<file path="src/rtl/kpscan.sv">
// kpscan: 4x4 keypad column scanner with tick-based press/release debounce.
// One column is driven low at a time. A non-idle row sample stops the scan
// and starts the press debounce. The key is then held until the release
// debounce sees idle rows for DB_TICKS consecutive ticks.
module kpscan #(
  parameter int SCAN_DIV = 50000,
  parameter int DB_TICKS = 16
) (
  input  logic       clk,
  input  logic       reset_n,
  input  logic [3:0] kpr,
  output logic [3:0] kpc,
  output logic [3:0] kpr_db,
  output logic       key_down,
  output logic       key_press,
  output logic       key_release
);

  localparam int CW = $clog2(SCAN_DIV);
  localparam int DW = $clog2(DB_TICKS + 1);
  localparam logic [CW-1:0] CNT_MAX = CW'(SCAN_DIV - 1);
  // The sample that makes the count reach DB_TICKS arrives when db_cnt
  // already holds DB_TICKS-1, so the counter never has to hold DB_TICKS.
  localparam logic [DW-1:0] DB_LAST = DW'(DB_TICKS - 1);
  localparam logic [3:0]    IDLE    = 4'b1111;

  typedef enum logic [1:0] {SCAN, DB_PRESS, HELD, DB_REL} state_t;

  state_t        state_q, state_d;
  logic [3:0]    kpr_m_q, kpr_s_q;
  logic [CW-1:0] cnt_q, cnt_d;
  logic [DW-1:0] db_cnt_q, db_cnt_d;
  logic [3:0]    cap_q, cap_d;
  logic [3:0]    kpc_q, kpc_d;
  logic [3:0]    kpr_db_q, kpr_db_d;
  logic          key_down_q, key_down_d;
  logic          key_press_q, key_press_d;
  logic          key_release_q, key_release_d;
  logic          tick, idle;

  // Two-flop synchronizer for the asynchronous row inputs.
  always_ff @(posedge clk or negedge reset_n) begin
    if (!reset_n) begin
      kpr_m_q <= IDLE;
      kpr_s_q <= IDLE;
    end else begin
      kpr_m_q <= kpr;
      kpr_s_q <= kpr_m_q;
    end
  end

  // Free-running scan tick divider.
  always_comb begin
    tick  = (cnt_q == CNT_MAX);
    cnt_d = tick ? '0 : cnt_q + CW'(1);
  end

  // Next-state and output logic. State changes happen only on tick cycles.
  always_comb begin
    state_d       = state_q;
    db_cnt_d      = db_cnt_q;
    cap_d         = cap_q;
    kpc_d         = kpc_q;
    kpr_db_d      = kpr_db_q;
    key_down_d    = key_down_q;
    key_press_d   = 1'b0;
    key_release_d = 1'b0;
    idle          = (kpr_s_q == IDLE);
    if (tick) begin
      case (state_q)
        SCAN: begin
          if (idle) begin
            kpc_d = {kpc_q[0], kpc_q[3:1]};
          end else begin
            cap_d    = kpr_s_q;
            db_cnt_d = DW'(1);
            state_d  = DB_PRESS;
          end
        end
        DB_PRESS: begin
          if (idle) begin
            // Bounce: back to scanning with the column unchanged this tick.
            db_cnt_d = '0;
            state_d  = SCAN;
          end else if (kpr_s_q != cap_q) begin
            cap_d    = kpr_s_q;
            db_cnt_d = DW'(1);
          end else if (db_cnt_q == DB_LAST) begin
            db_cnt_d    = '0;
            kpr_db_d    = cap_q;
            key_down_d  = 1'b1;
            key_press_d = 1'b1;
            state_d     = HELD;
          end else begin
            db_cnt_d = db_cnt_q + DW'(1);
          end
        end
        HELD: begin
          // Other non-idle patterns (roll-over) are ignored while held.
          if (idle) begin
            db_cnt_d = DW'(1);
            state_d  = DB_REL;
          end
        end
        DB_REL: begin
          if (!idle) begin
            db_cnt_d = '0;
            state_d  = HELD;
          end else if (db_cnt_q == DB_LAST) begin
            db_cnt_d      = '0;
            kpr_db_d      = IDLE;
            key_down_d    = 1'b0;
            key_release_d = 1'b1;
            state_d       = SCAN;
          end else begin
            db_cnt_d = db_cnt_q + DW'(1);
          end
        end
        default: state_d = SCAN;
      endcase
    end
  end

  // State, counters and registered outputs.
  always_ff @(posedge clk or negedge reset_n) begin
    if (!reset_n) begin
      state_q       <= SCAN;
      cnt_q         <= '0;
      db_cnt_q      <= '0;
      cap_q         <= IDLE;
      kpc_q         <= 4'b0111;
      kpr_db_q      <= IDLE;
      key_down_q    <= 1'b0;
      key_press_q   <= 1'b0;
      key_release_q <= 1'b0;
    end else begin
      state_q       <= state_d;
      cnt_q         <= cnt_d;
      db_cnt_q      <= db_cnt_d;
      cap_q         <= cap_d;
      kpc_q         <= kpc_d;
      kpr_db_q      <= kpr_db_d;
      key_down_q    <= key_down_d;
      key_press_q   <= key_press_d;
      key_release_q <= key_release_d;
    end
  end

  assign kpc         = kpc_q;
  assign kpr_db      = kpr_db_q;
  assign key_down    = key_down_q;
  assign key_press   = key_press_q;
  assign key_release = key_release_q;

endmodule
</file>
<file path="config.mk">
export PLATFORM = sky130hd
export DESIGN_NAME = kpscan
export DESIGN_NICKNAME = d
export VERILOG_FILES = /design/src/rtl/kpscan.sv
export SDC_FILE = /design/constraint.sdc
export NUM_CORES = 1
export LEC_CHECK = 0
export ABC_CLOCK_PERIOD_IN_PS = 3300
export CAP_MARGIN = 20
export CORE_MARGIN = 5
export CORE_UTILIZATION = 30
export DETAILED_ROUTE_END_ITERATION = 8
export HOLD_SLACK_MARGIN = 0.02
export PLACE_DENSITY_LB_ADDON = 0.25
export REMOVE_ABC_BUFFERS = 1
export SETUP_SLACK_MARGIN = 0.05
export SLEW_MARGIN = 0
export SYNTH_ARGS = -nofsm -noshare
export SYNTH_HDL_FRONTEND = slang
export SYNTH_SLANG_ARGS = --single-unit
</file>
<file path="constraint.sdc">
create_clock -name clk -period 3.3 [get_ports clk]
set_input_delay 0.66 -clock clk [delete_from_list [all_inputs] [get_ports clk]]
set_output_delay 0.66 -clock clk [all_outputs]
set_load 0.05 [all_outputs]
</file>
==> After elaboration in Yosys (flattened, before gate mapping) <==
Index checks and enable logic that the tools add are counted.
{ "totals": {"word_cells": 79, "out_inout_bits": 11, "input_bits": 6, "reg_bits": 46} }
{ "classes": {"eq_ne": 18, "add_sub_neg": 2, "reduce_logical": 8, "n_mux": 40} }
{ "ops": {"columns": ["cell", "n"], "rows": [
  ["$mux 4", 8],
  ["$mux 5", 6],
  ["$pmux 5 s4", 1],
  ["$add 16x1->16 const B", 1],
  ["$eq 16x16->1 const B", 1],
  ["$mux 16", 1],
  ["$ne 2x2->1 const B", 8],
  ["$pmux 4 s2", 2],
  ["$mux 2", 7],
  ["$mux 1", 13],
  ["$ne 3x3->1 const B", 3],
  ["$pmux 2 s4", 1],
  ["$reduce_and 7->1", 1],
  ["$reduce_and 3->1", 2],
  ["$reduce_and 6->1", 1],
  ["$add 5x1->5 const B", 1],
  ["$eq 5x4->1 const B", 1],
  ["$reduce_and 5->1", 1],
  ["$eq 2x2->1 const B", 2],
  ["$eq 4x4->1 const B", 1],
  ["$ne 4x4->1", 1],
  ["$reduce_bool 2->1", 2],
  ["$eq 2x1->1 const B", 1],
  ["$logic_not 2->1", 1],
  ["$pmux 1 s2", 1]
]} }

==> Logic depth before layout (Yosys ltp) <==
{ "logic_depth": {"depth_word": 6, "ltp_mapped": 6, "ltp_nobuf": 6} }

==> Worst setup path after synthesis <==
Ideal clock, no wire load.
{ "synth_path": {"kind": "flip-flop to flip-flop", "start": "reg cnt_q[13]", "end": "reg cap_q[0]", "path_slack_ps": 951, "required_time_ps": 3215, "stages_incl_launch_ff": 5, "path_buffers": 0, "t_arrival_ps": 2264, "synth_period_minus_slack_ps": 2349, "setup_time_ps": 85, "cell_sequence": "dfrtp_1 > or4_4 > or4_4 > a2111o_1 > mux2_1"} }
{ "synth_via": {"elab_chain_len": 2} }
{ "synth_rtl": {"columns": ["element", "line_no", "rtl"], "rows": [
  ["from (decl)", "31", "logic [CW-1:0] cnt_q, cnt_d;"],
  ["from (signal assigned)", "138", "cnt_q <= cnt_d;"],
  ["$eq 16x16->1", "54", "tick = (cnt_q == CNT_MAX);"],
  ["$reduce_and 5->1 (no source line)", null, null],
  ["to (signal assigned)", "140", "cap_q <= cap_d;"],
  ["to (decl)", "33", "logic [3:0] cap_q, cap_d;"]
]} }
No other way between the ends.
A chain may end at the register's enable or synchronous reset.

==> Final worst setup path <==
{ "layout_path": {"start": "reg cnt_q[13]", "end": "reg key_down_q (netlist: key_down)"} }
{ "layout_via": {"elab_chain_len": 2} }
{ "layout_rtl": {"columns": ["element", "line_no", "rtl"], "rows": [
  ["$eq 16x16->1", "54", null],
  ["$reduce_and 7->1 (no source line)", null, null],
  ["to (signal assigned)", "143", "key_down_q <= key_down_d;"],
  ["to (decl)", "36", "logic key_down_q, key_down_d;"]
]} }
No other way between the ends.

==> run summary <==
Hold WS: 0.357 ns
WP buf/inv: 0
Clk pwr share: 36.5%
outcome: finished, final reports clean
share of cells above drive strength 1: 23.2%
antenna viol nets, final: 0
hpwl dp: 2480 um
worst-path cell chain: or4_4 -> nor4_4 -> nand2_1 -> a21oi_1 -> mux2_2
initial DRC count: 26
Fmax achieved: 395 MHz
Die H: 92.6 um
WL/cell: 12.7 um
Psw: 0.194 mW
register share of total power: 61.0%
vias in the first global route: 1323
I/O pin cnt: 17
RSZ-0062 raised after global routing: false
die area: 0.00858 sq mm
setup bufs post-CTS: 0
Fin Setup TNS: 0 ns
Tmin final: 2.53 ns
synth top area cells: dfrtp_1 (33%), dfstp_2 (24%), mux2_2 (4.9%)
VDD IR max: 0.145 mV
num rows: 30
GRT Total Usage: 8.93%
Post-Route WL: 3490 um
top post-synthesis cells by count: dfrtp_1 (27), dfstp_2 (19), nand3_1 (12), nor2_1 (12)
Post-Syn Area per Cell: 12.0 sq um
most frequent cell after synthesis: dfrtp_1
post-synth cell types: 38
crit path DAT: 2.72 ns
Worst Path Max Fanout: 9
max-slew violations: 0
final hold violation count: 0
critical path's slowest cell: or4_4
post-CTS sizing: 0
cell taking the most area after synthesis: dfrtp_1
first-pass GRT wire length: 6070 um
Area Growth Syn to Fin: 17.9%
starting density of the core: 30.5%
CP Class: reg -> reg
Core ar.: 0.00672 sq mm
Post-Syn Area: 0.00205 sq mm
largest net degree at the start of global routing: 47
DRC viols: 0
final setup vio count: 0
Ant. Diodes: 0
share of the synthesized area in the top cell type: 33.0%
Max stage delay on crit path: 0.56 ns
CTS root buf: clkbuf_8
vias per cell: 4.82
CP Launch Type: flop
Syn. warnings: 0
Switching Share: 20.5%
Crit path max-delay family: simple AND/OR/NAND/NOR gates
power per cell area: 391 mW/mm^2
most common flop cell mapped by yosys: dfrtp_1
H-tree levels: 2
global route overflow: 0
final worst path period share: 76.8%
number of enable flip-flop cells after synthesis: 0
Final nets: 201
Sink Count: 46
clk_lat worst skew: 0.29 ns
First-pass DRT Iterations: 4
Combinational Power Share: 2.5%
CTS Buffer Depth: 2
number of synthesized register bits: 46
clock buffers created by TritonCTS: 5
CP Capture Type: flop
internal power: 0.751 mW
worst hold-check path type: reg -> reg
Placer Congestion: 0.731
hold-fix buffer count after cts: 0
die width: 92.6 um
register area share after synthesis: 57.4%
FFs w/ async S/R, synth: 100%
Worst slew margin: 60.0%
# Max-Cap Violations: 0
worst slew pin tran: 0.595 ns
Static Leakage: 1.01 nW
Post-Synthesis Cells: 171
input/output buffers: 16
initial antenna violation count: 0
Vias: 1322
CP required: 3.49 ns
Worst-path clk slew: 0.08 ns
skew final: 0.00652 ns
CTS tree: done
[worst register-to-register path: stages, from the launching register on]
cell     delay (ns)
dfrtp_1        0.41
or4_4          0.57
nor4_4         0.49
nand2_1        0.16
a21oi_1        0.42
mux2_2         0.39
[layer usage]
layer	track usage, %	vias to the layer above	part of all wire (%)
met3	2.44	7	3.5
met1	11.0	644	45
met2	14.3	16	49
met4	4.40	0	2.1
met5	0	-	0
li1	-	655	-
[sequential cells by signal, summed over array words and instances, names as in the netlist, named ones only]
signal	cells
key_release	1
cap_q	4
key_press	1
state_q	1
kpc	4
kpr_s_q	4
db_cnt_q	5
key_down	1
kpr_db	4
kpr_m_q	4
cnt_q	16
[power groups by stage]
| stage | Clock [mW] | Sequential [mW] | Combinational (mW) |
|---|---|---|---|
| after detailed placement | 0 | 0.587 | 0.0221 |
| after CTS | 0.364 | 0.576 | 0.0222 |
| after floorplan | 0 | 0.586 | 0.00411 |
| final | 0.345 | 0.576 | 0.0236 |
| after global placement | 0 | 0.587 | 0.0220 |
| after global routing | 0.388 | 0.577 | 0.0272 |
[cell families after synthesis]
logic type	share of synthesized area (%)
adder cells (fa/ha/maj)	1.22
multiplexers	7.15
buffers and inverters	1.65
XOR/XNOR	7.70
AO/OA/AOI/OAI	7.33
flip-flops	57.4
AND/OR/NAND/NOR	17.6
[metrics by stage]
stage          total power, mW  setup slack, ns  instance area (sq um)  instances  util, %
6_report                 0.945            0.766                   2410        274     35.9
5_1_grt                  0.992            0.606                   2410        274     35.9
4_1_cts                  0.962            0.724                   2390        273     35.6
3_5_place_dp             0.609            0.752                   2300        265     34.3
3_3_place_gp             0.609            0.795                   2300        265     34.3
2_1_floorplan            0.590            0.771                   2030        167        -
[final timing paths]
check | slack (ns) | start | end | cells after the start
worst max-delay path | 0.77 | cnt_q[13] | key_down | 5
worst min-delay path | 0.36 | kpr_m_q[3] | kpr_s_q[3] | 0
worst max register to register | 0.77 | cnt_q[13] | key_down | 5
worst min register to register | 0.36 | kpr_m_q[3] | kpr_s_q[3] | 0
max in group asynchronous | 2.63 | reset_n | kpr_s_q[0] | 2
min in group asynchronous | 0.37 | reset_n | cap_q[3] | 1
[cell usage in the layout (no fill, tap or decap), drive strengths merged, types with 4 or more instances in the layout]
master,n
inv,5
mux2,13
a31oi,4
nand2,11
nand2b,4
dfstp,19
nor4,5
clkdlybuf4s50,15
dfrtp,27
xnor2,7
nor2,12
nand3,12
xor2,11
o21ai,7
clkbuf,7
buf,4
a21oi,4
[final cells by class]
class	count	area, sq um
clock buffers	7	86.3
clock inverters	1	5.00
fillers	669	4300
inverters	5	18.8
multi-input cells	116	840
flip-flops and latches	46	1170
well taps	80	100
repair buffers	19	190
(Power assumes the default switching activity.)
